<file path="src/rtl/alu_arbiter.sv">
// Round-robin sharing of one external combinational ALU between two
// valid/ready requesters, with a single shared response channel.
module alu_arbiter #(
  parameter int W      = 8,
  parameter int SEL_W  = 4,
  parameter int MAX_OP = 8,
  parameter int CNT_W  = 16
) (
  input  logic             clk,
  input  logic             rst_n,
  input  logic             req0_valid,
  output logic             req0_ready,
  input  logic [W-1:0]     req0_a,
  input  logic [W-1:0]     req0_b,
  input  logic [SEL_W-1:0] req0_sel,
  input  logic             req1_valid,
  output logic             req1_ready,
  input  logic [W-1:0]     req1_a,
  input  logic [W-1:0]     req1_b,
  input  logic [SEL_W-1:0] req1_sel,
  output logic [W-1:0]     alu_a,
  output logic [W-1:0]     alu_b,
  output logic [SEL_W-1:0] alu_sel,
  input  logic [W-1:0]     alu_y,
  input  logic [1:0]       alu_flag,
  output logic             rsp_valid,
  input  logic             rsp_ready,
  output logic             rsp_id,
  output logic [W-1:0]     rsp_y,
  output logic [1:0]       rsp_flag,
  output logic             rsp_err,
  output logic             busy,
  output logic [CNT_W-1:0] op_cnt
);

  typedef enum logic [1:0] {IDLE, EXEC, RESP} state_t;

  localparam int unsigned MAX_SEL = MAX_OP;

  state_t state;
  logic   last_grant;
  logic   op_id;
  logic   grant_valid;
  logic   grant_id;
  logic   sel_illegal;

  // On a tie the requester that did not win last time is granted.
  always_comb begin
    grant_valid = req0_valid | req1_valid;
    if (req0_valid && req1_valid) grant_id = ~last_grant;
    else                          grant_id = req1_valid;
  end

  assign req0_ready  = (state == IDLE) && grant_valid && !grant_id;
  assign req1_ready  = (state == IDLE) && grant_valid &&  grant_id;
  assign busy        = (state != IDLE);
  assign sel_illegal = 32'(alu_sel) > MAX_SEL;

  always_ff @(posedge clk or negedge rst_n) begin
    if (!rst_n) begin
      state      <= IDLE;
      last_grant <= 1'b1;
      op_id      <= 1'b0;
      alu_a      <= '0;
      alu_b      <= '0;
      alu_sel    <= '0;
      rsp_valid  <= 1'b0;
      rsp_id     <= 1'b0;
      rsp_y      <= '0;
      rsp_flag   <= '0;
      rsp_err    <= 1'b0;
      op_cnt     <= '0;
    end else begin
      case (state)
        IDLE: begin
          if (grant_valid) begin
            alu_a      <= grant_id ? req1_a   : req0_a;
            alu_b      <= grant_id ? req1_b   : req0_b;
            alu_sel    <= grant_id ? req1_sel : req0_sel;
            op_id      <= grant_id;
            last_grant <= grant_id;
            state      <= EXEC;
          end
        end
        EXEC: begin
          rsp_valid <= 1'b1;
          rsp_id    <= op_id;
          if (sel_illegal) begin
            rsp_y    <= '0;
            rsp_flag <= '0;
            rsp_err  <= 1'b1;
          end else begin
            rsp_y    <= alu_y;
            rsp_flag <= alu_flag;
            rsp_err  <= 1'b0;
          end
          state <= RESP;
        end
        RESP: begin
          if (rsp_ready) begin
            rsp_valid <= 1'b0;
            op_cnt    <= op_cnt + CNT_W'(1);
            state     <= IDLE;
          end
        end
        default: state <= IDLE;
      endcase
    end
  end

endmodule

</file>
<file path="config.mk">
export PLATFORM = sky130hd
export DESIGN_NAME = alu_arbiter
export DESIGN_NICKNAME = d
export VERILOG_FILES = /design/src/rtl/alu_arbiter.sv
export SDC_FILE = /design/constraint.sdc
export NUM_CORES = 1
export LEC_CHECK = 0
export ABC_AREA = 1
export CAP_MARGIN = 20
export CORE_ASPECT_RATIO = 0.8
export CORE_MARGIN = 8
export CORE_UTILIZATION = 37
export DETAILED_ROUTE_END_ITERATION = 10
export PLACE_DENSITY = 0.83
export SLEW_MARGIN = 0
export SYNTH_ARGS = -nofsm -noshare
export SYNTH_HDL_FRONTEND = slang
export SYNTH_SLANG_ARGS = --single-unit
</file>
<file path="constraint.sdc">
create_clock -name clk -period 1.3 [get_ports clk]
set_input_delay 0.13 -clock clk [delete_from_list [all_inputs] [get_ports clk]]
set_output_delay 0.13 -clock clk [all_outputs]
set_load 0.005 [all_outputs]
</file>
==> impl_metrics.csv, run 1 <==
group,metric,value,unit
run_status,outcome,"complete, but fails checks",
run_status,violations,"setup timing",
cts,cts-htree-levels,2,
sta,clock.fmax,732,MHz
global_route,vias_in_the_first_global_route,2452,
floorplanning,core_area,6380,sq um
routing,routed_via_density,4.56,
place,gp_congestion,0.842,
synthesis,synthesis.instances,289,
floorplanning,top_level_ports,107,
critical_path,critical_path.endpoint,"req0_ready",
power,power.ir.vdd_worst,0.833,mV
routing,highest-signal-layer,"met4",
floorplanning,die_y,88.6,microns
floorplanning,initial_utilization,0.382,
synthesis,synth.distinct_cells,27,
sta,holdWs,359,ps
sta,setup_total_negative_slack,-214,ps
floorplanning,floorplan.rows,26,
cts,clock_latency,290,ps
cts,clock_path_buffers,2,
cts,clk_root_buffer_cell,"clkbuf_8",
sta,setup_slack,-66.0,ps
floorplanning,die_x,107,microns
routing,dr_total_vias,2351,
cts,clk_transition_reported_paths,100,ps
place,place_worst_setup_slack,-378,ps
synthesis,synth.yosys.warnings,0,
power,power-per-cell-area,1690,nW/um^2
routing,met1_length,3.00,mm
cells_and_area,fin_cells,516,
routing,drt_iter0_drcs,74,
global_route,global_route.usage.total,0.152,
routing,detail_route.wirelength,7.08,mm
synthesis,syn-num-nets,345,
cts,cts_made_buffers,5,
critical_path,critical_path_required,1170,ps
global_route,grt_start_max_net_pins,54,
synthesis,yosysSeqAreaShare,0.544,
sta,final.min_clock_period,1370,ps
sta,normalized_max_slew_margin,0.796,
flow_run,max-cap-violations,0,
global_route,grt_first_pass_wirelength,11.7,mm
sta,final_critical_path_share_of_the_clock_period,1.05,
place,dpl.cell_count,484,
cells_and_area,final_common_cell,"nand2_1",
cts,tritoncts,"yes",
sta,finalHoldViolations,0,
critical_path,worst_setup_path_start_kind,"flop",
routing,drc_violation_count_after_routing,0,
routing,firstDrtPassIters,4,
critical_path,critical_path_origin,"last_grant",
critical_path,worst_r2r_path_depth,8,
synthesis,synthesis.area,2440,sq um
critical_path,r2r_slack,-30,ps
global_route,antenna_violations_before_repair,0,
hold_path,min-delay-path-class,"input port to async pin",
place,post-dp-hpwl,5.19,mm
critical_path,critPathMaxFanout,2,
cells_and_area,proportion_of_layout_cells_with_a_drive_suffix_above_1,0.171,
synthesis,postSynthRegisterBits,53,
routing,wl_met2,3.25,mm
critical_path,endpoint_kind,"output port",
cells_and_area,most-common-layout-cells,"nand2_1, clkdlybuf4s50_1, dfrtp_1",
cells_and_area,area_delta_synth_final,63.5,%
routing,detail-route-antenna-nets,0,
critical_path,timing.critical_path.arrival,1240,ps
sta,finClkSkew,8.95,ps
sta,worst_pin_slew,306,ps
cells_and_area,diodes,0,
cells_and_area,num-nets-final,487,
routing,routedWlPerCell,13.7,microns
sta,finalSetupViolCount,7,
sta,grt_setup_unrepaired,"true",
synthesis,postSynthAreaPerCell,8.44,sq um
critical_path,rr_startpoint,"state[0]",
floorplanning,die_area,9460,sq um
sta,drv_slew,0,
place,portBuffers,106,
critical_path,rr_endpoint,"op_cnt[15]",
cts,cts.sinks,53,
routing,dr_wl_met3,763,microns
critical_path,worstSetupPathType,"flop to output port",
global_route,overflow,0,
power,power.leakage,0.00210,uW
-- metrics by stage --
stage / utilization / power (uW) / cell area [sq um]
floorplan: - / 4040 / 2440
global placement: 0.575 / 5860 / 3660
detailed placement: 0.575 / 5980 / 3660
CTS: 0.608 / 6770 / 3880
global route: 0.625 / 7330 / 3990
finish: 0.625 / 6760 / 3990
-- what timing repair did --
action,CTS,global route
hold endpoints to repair,52,0
setup buffers,20,3
cloned,0,0
pin swaps,1,4
hold buffers,1,0
endpoints found under the setup margin,71,48
gates resized for setup,56,29
-- worst min path at each step --
stage	startpoint	end	slack, ps	cells after the start
global placement	rst_n	op_cnt[1]	150	2
finish	rst_n	op_cnt[9]	360	3
global route	alu_flag[1]	rsp_flag[1]	360	3
detailed placement	rst_n	op_cnt[1]	150	2
CTS	alu_flag[1]	rsp_flag[1]	360	3
floorplan	rst_n	alu_a[0]	-170	0
-- final cells by class --
cell class,instances,area (sq um)
repair buffers,142,1360
flip-flops and latches,53,1330
multi-input cells,204,1020
well taps,84,105
fillers,557,2390
inverters,25,93.8
clock inverters,1,7.51
clock buffers,7,76.3
-- synthesized netlist by cell type --
cell type / number / area (sq um)
nand2_1: 126 / 473
dfrtp_1: 52 / 1300
nand3_1: 26 / 130
inv_1: 22 / 82.6
nor2_1: 19 / 71.3
xnor2_1: 5 / 43.8
xor2_1: 5 / 43.8
buf_2: 4 / 20.0
nand4_1: 4 / 25.0
inv_2: 3 / 11.3
o21ai_0: 3 / 15.0
buf_6: 2 / 22.5
nand2_2: 2 / 12.5
nand2_4: 2 / 22.5
o211ai_2: 2 / 25.0
a21oi_2: 1 / 8.76
and2_4: 1 / 8.76
buf_4: 1 / 7.51
dfstp_2: 1 / 26.3
ha_1: 1 / 12.5
nand3_4: 1 / 17.5
nand3b_1: 1 / 7.51
nor2_2: 1 / 6.26
nor2_4: 1 / 11.3
nor2_8: 1 / 20.0
nor3_1: 1 / 5.00
o211ai_1: 1 / 7.51
-- logic make-up after synthesis --
logic type,count (synthesis),share of synthesized area
buffers and inverters,32,0.0590
AO/OA/AOI/OAI,7,0.0231
flip-flops,53,0.544
XOR/XNOR,10,0.0359
adder cells (fa/ha/maj),1,0.00513
AND/OR/NAND/NOR,186,0.332
-- report_power, final --
group,switching [uW],internal [uW],leakage (uW)
clock,513,383,0.0000385
sequential,314,2280,0.000660
combinational,1600,1670,0.00140
total,2430,4330,0.00210
-- state kept, by name, summed over array words and instances (netlist names) --
name        cells
last_grant      1
rsp_valid       1
alu_b           8
op_cnt         16
rsp_err         1
rsp_flag        2
rsp_id          1
alu_sel         4
rsp_y           8
op_id           1
state           2
alu_a           8
-- critical path: stages (launching register included) --
cell and delay, ps:
dfstp_2 550, nand2_2 50, nand2_2 70, and2_4 160, buf_6 100
-- layer usage --
layer / vias to the layer above / global-route usage
met1: 1081 / 0.177
met3: 6 / 0.0750
met4: 0 / 0.0293
li1: 1175 / -
met2: 89 / 0.248
met5: - / 0
Note: power is estimated with default switching activity, not from simulation.
==> run 2, diff against run 1 <==
Settings changed: CORE_ASPECT_RATIO 0.8 to unset, CORE_MARGIN 8 to 1, PLACE_DENSITY 0.83 to 0.86.
Clock period 1.3 ns to 1.1 ns, I/O delays scaled along.
==> run 2 against run 1 <==
The run still ends with setup timing left. Sequential power grew 19%. Global-route usage increased by 6.6 points. First-iteration DRC count up 5.4%. Clock skew rose by 1.1 ps. Clock-buffer cell count fell by 1. Wire length is 8.2% higher. Setup slack got worse by 250 ps. Core utilization grew 8.8 points. Clock power increased by 58%. Combinational power is 62% higher. Critical path type is now flop to flop. Largest power group unchanged.
==> impl_metrics.csv, run 2 (same netlist as run 1, synthesis figures left out) <==
group,metric,value,unit
critical_path,timing.critical_path.arrival,1670,ps
cts,cts-htree-levels,2,
cts,cts.sinks,53,
sta,finalHoldViolations,0,
global_route,grt_start_max_net_pins,25,
routing,drc_violation_count_after_routing,0,
cells_and_area,final_common_cell,"nand2_1",
cells_and_area,largest_register_ff_count,16,
floorplanning,die_area,6920,sq um
floorplanning,floorplan.rows,29,
routing,firstDrtPassIters,4,
global_route,global_route.usage.total,0.217,
cells_and_area,most-common-layout-cells,"nand2_1, buf_4, clkdlybuf4s50_1",
sta,worst_pin_slew,395,ps
place,dpl.cell_count,487,
critical_path,cp_num_buf_inv,3,
power,power-per-cell-area,2170,nW/um^2
power,power.ir.vdd_worst,1.51,mV
sta,normalized_max_slew_margin,0.737,
critical_path,cp.depth,9,
cells_and_area,diodes,0,
cells_and_area,max_flop_register,"op_cnt",
critical_path,critical-path-max-stage-delay,380,ps
cts,clock_latency,310,ps
cts,clock_path_buffers,2,
critical_path,critical_path_required,1360,ps
critical_path,worst_r2r_path_depth,9,
critical_path,critical-path-top-delay-family,"simple AND/OR/NAND/NOR gates",
hold_path,min-delay-path-class,"input port to async pin",
place,gp_congestion,0.867,
sta,final.min_clock_period,1410,ps
sta,grt_setup_unrepaired,"true",
run_status,violations,"setup timing",
cts,tritoncts,"yes",
place,portBuffers,106,
floorplanning,core_area,6350,sq um
run_status,outcome,"complete, but fails checks",
critical_path,worst_setup_path_start_kind,"flop",
cts,cts_made_buffers,5,
critical_path,cpMaxStageDelayCell,"dfrtp_1",
routing,detail-route-antenna-nets,0,
power,power.leakage,0.00224,uW
floorplanning,die_x,83.2,microns
sta,setup_slack,-315,ps
global_route,vias_in_the_first_global_route,2622,
routing,detail_route.wirelength,7.67,mm
cells_and_area,fin_cells,553,
floorplanning,top_level_ports,107,
sta,finClkSkew,10.1,ps
routing,routed_via_density,4.74,
routing,routedWlPerCell,13.9,microns
cells_and_area,area_delta_synth_final,85.8,%
cts,clk_transition_reported_paths,100,ps
floorplanning,initial_utilization,0.384,
critical_path,critPathMaxFanout,6,
critical_path,endpoint_kind,"flop",
flow_run,max-cap-violations,0,
sta,final_critical_path_share_of_the_clock_period,1.29,
cells_and_area,postLayoutCoreUtil,0.713,
sta,finalSetupViolCount,58,
floorplanning,die_y,83.2,microns
sta,clock.fmax,707,MHz
routing,dr_total_vias,2623,
place,post-dp-hpwl,4.71,mm
global_route,overflow,0,
cells_and_area,proportion_of_layout_cells_with_a_drive_suffix_above_1,0.292,
cells_and_area,num-nets-final,531,
global_route,antenna_violations_before_repair,0,
cells_and_area,num-fill-cells,459,
sta,drv_slew,0,
routing,drt_iter0_drcs,78,
critical_path,worstSetupPathType,"flop to flop",
global_route,grt_first_pass_wirelength,12.1,mm
cts,clk_root_buffer_cell,"clkbuf_8",
critical_path,crit_path_cell_trace,"buf_4 -> buf_6 -> nand3_4 -> nor2_4 -> buf_12 -> nand2_4 -> nor2_1 -> nand3_1 -> nand2_1",
-- run 2: cell types whose count changed in the layout (fill, tap and decap cells not counted), sizes merged --
cell           previous run  this run
clkbuf                    7        12
buf                      38        85
clkdlybuf4s15             1        32
dlygate4sd2              39         9
dlymetal6s2s             10         0
bufinv                    0         1
-- run 2: worst reg2reg max path: cells and delay by family, from the launching register on --
family	cells	cell delay, ps
buffers and inverters	3	370
AND/OR/NAND/NOR	6	610
flip-flops	1	380
-- run 2: final timing paths --
| kind | from | to | slack [ps] |
|---|---|---|---|
| max | state[1] | op_cnt[11] | -310 |
| min | rst_n | rsp_y[5] | 250 |
| max reg2reg | state[1] | op_cnt[11] | -310 |
| min reg2reg | last_grant | last_grant | 490 |
| max in group asynchronous | rst_n | last_grant | 340 |
| min in group clk | alu_flag[1] | rsp_flag[1] | 320 |
-- run 2: layout make-up --
class	instances	area, sq um	share of cell area
Clock buffer	6	82.6	0.0182
Clock inverter	2	37.5	0.00828
Inverter	25	104	0.0229
Multi-Input combinational cell	204	1090	0.241
Sequential cell	53	1330	0.293
Tap cell	77	96.3	0.0213
Timing Repair Buffer	186	1790	0.395
-- run 2: what timing repair did --
action,4_1_cts,5_1_grt
hold endpoints to repair,12,0
pin swaps,10,11
setup buffers,35,25
cloned,2,0
endpoints found under the setup margin,103,97
gates resized for setup,109,63
hold buffers,1,0
-- run 2: power breakdown --
part | leakage, uW | internal, uW | switching (uW) | total (uW)
combinational | 0.00152 | 3060 | 2250 | 5310
sequential | 0.000659 | 2690 | 398 | 3090
clock | 0.0000574 | 741 | 675 | 1420
total | 0.00224 | 6490 | 3320 | 9810
-- run 2: stage by stage --
step / worst slack [ps] / hold slack (ps) / total power, uW / cell area, sq um / setup TNS, ps
final: -315 / 246 / 9810 / 4530 / -10420
after global routing: -356 / 266 / 10500 / 4530 / -14080
after CTS: -297 / 255 / 9180 / 4280 / -11870
after detailed placement: -495 / 56.7 / 7170 / 3760 / -15030
after global placement: -490 / 44.1 / 7030 / 3760 / -13700
after floorplan: -61.8 / -186 / 4830 / 2460 / -1280
-- run 2: per-layer routing --
metal / vias up / GRT usage / routed length (microns) / share of wire
li1: 1270 / - / - / -
met1: 1222 / 0.253 / 3040 / 0.40
met2: 113 / 0.390 / 4000 / 0.52
met3: 18 / 0.0567 / 476 / 0.062
met4: 0 / 0.0658 / 157 / 0.020
met5: - / 0 / 0 / 0
==> run 3, diff against run 2 <==
Settings changed: PLACE_DENSITY 0.86 to 0.83.
Clock period 1.1 ns to 1.8 ns, I/O delays scaled along.
==> run 3 against run 2 <==
Largest cell class is now sequential cells. Clock skew down 2.4 ps. Sequential power fell by 38%. Combinational power down 58%. The flow now finishes without violations. Via count down 13%. Critical endpoint is now req1_ready. Final area fell by 17%. Clock power is 41% lower. Highest routed layer unchanged. Wire length down 22%. First-iteration DRC count up 38%. Register-to-register slack improved by 710 ps.
==> impl_metrics.csv, run 3 (same netlist as run 1, synthesis figures left out) <==
group,metric,value,unit
place,place_worst_setup_slack,68.3,ps
routing,dr_total_vias,2277,
critical_path,endpoint_kind,"output port",
sta,grt_setup_unrepaired,"false",
place,portBuffers,106,
run_status,outcome,"completed",
cells_and_area,max_flop_register,"op_cnt",
cts,clk_root_buffer_cell,"clkbuf_8",
global_route,grt_first_pass_wirelength,10.3,mm
routing,detail-route-antenna-nets,0,
cts,clock_latency,300,ps
sta,finClkSkew,7.69,ps
cts,tritoncts,"yes",
routing,firstDrtPassIters,5,
power,power.leakage,0.00175,uW
global_route,global_route.usage.total,0.185,
floorplanning,core_area,6350,sq um
cts,cts_made_buffers,5,
critical_path,critPathMaxFanout,3,
floorplanning,die_x,83.2,microns
cells_and_area,num-nets-final,460,
global_route,overflow,0,
routing,routedWlPerCell,12.3,microns
global_route,vias_in_the_first_global_route,2286,
place,gp_congestion,0.862,
cells_and_area,most-common-layout-cells,"nand2_1, clkdlybuf4s50_1, dfrtp_1",
global_route,grt_start_max_net_pins,24,
power,power-per-cell-area,1330,nW/um^2
routing,drc_violation_count_after_routing,0,
cells_and_area,diodes,0,
sta,worst_pin_slew,481,ps
floorplanning,floorplan.rows,29,
critical_path,worst_setup_path_start_kind,"flop",
floorplanning,die_y,83.2,microns
critical_path,timing.critical_path.arrival,1520,ps
sta,final_critical_path_share_of_the_clock_period,0.945,
routing,detail_route.wirelength,5.95,mm
floorplanning,initial_utilization,0.384,
flow_run,max-cap-violations,0,
cells_and_area,final_common_cell,"nand2_1",
global_route,antenna_violations_before_repair,0,
cells_and_area,area_delta_synth_final,53.4,%
critical_path,worstSetupPathType,"flop to output port",
cells_and_area,num-fill-cells,575,
cells_and_area,proportion_of_layout_cells_with_a_drive_suffix_above_1,0.0815,
routing,routed_via_density,4.72,
power,power.ir.vdd_worst,0.939,mV
place,post-dp-hpwl,4.48,mm
sta,setup_slack,98.4,ps
cts,cts.sinks,53,
critical_path,critical_path_required,1620,ps
hold_path,min-delay-path-class,"input port to async pin",
cells_and_area,largest_register_ff_count,16,
sta,final.min_clock_period,1700,ps
floorplanning,die_area,6920,sq um
sta,setup_total_negative_slack,0,ps
cts,clk_transition_reported_paths,90,ps
floorplanning,top_level_ports,107,
sta,drv_slew,0,
sta,finalHoldViolations,0,
cts,cts-htree-levels,2,
critical_path,worst_r2r_path_depth,7,
sta,finalSetupViolCount,0,
sta,clock.fmax,588,MHz
sta,normalized_max_slew_margin,0.679,
cts,clock_path_buffers,2,
routing,drt_iter0_drcs,108,
[run 3: worst paths after layout]
path	startpoint	to	slack, ps
min in group clk	alu_y[3]	rsp_y[3]	410
min	rst_n	rsp_y[5]	340
max in group asynchronous	rst_n	last_grant	850
max	state[0]	req1_ready	100
max reg2reg	state[0]	op_cnt[7]	400
min reg2reg	last_grant	last_grant	480
[run 3: cell type report]
type                            count  area (sq um)  share of cell area
Clock buffer                        7          86.3              0.0231
Clock inverter                      1          30.0             0.00803
Inverter                           25          93.8              0.0251
Multi-Input combinational cell    204           970               0.259
Sequential cell                    53          1330               0.355
Tap cell                           77          96.3              0.0258
Timing Repair Buffer              115          1140               0.304
[run 3: metrics by stage]
step                      power, uW  cell area [sq um]  hold slack, ps  cells   util
after floorplan                2920               2440            -116    289      -
after global placement         4090               3600             137    471  0.567
after detailed placement       4150               3600             149    471  0.567
after CTS                      5040               3740             346    482  0.589
after global routing           5360               3740             371    482  0.589
final                          4960               3740             337    482  0.589
[run 3: repair_timing]
| item | 4_1_cts | 5_1_grt |
|---|---|---|
| buffers inserted | 2 | 0 |
| hold buffers | 1 | 0 |
| gates resized for setup | 2 | 0 |
| endpoints found under the hold margin | 16 | 0 |
| endpoints found under the setup margin | 1 | 0 |
[run 3: worst max-delay path, stage by stage (launching register included)]
cell and delay (ps):
dfrtp_1 390, inv_2 80, nand2_4 90, nor2_2 140, clkdlybuf4s50_1 510
[run 3: per-layer routing]
metal,global-route usage,part of all wire,wire (microns),up-vias
li1,-,-,-,1123
met1,0.224,0.43,2550,1057
met2,0.311,0.49,2900,93
met3,0.0646,0.078,466,4
met4,0.0549,0.0060,36,0
met5,0,0,0,-
[run 3: power by group]
group	switching (uW)	internal, uW
clock	380	454
combinational	978	1230
sequential	277	1640
total	1630	3330
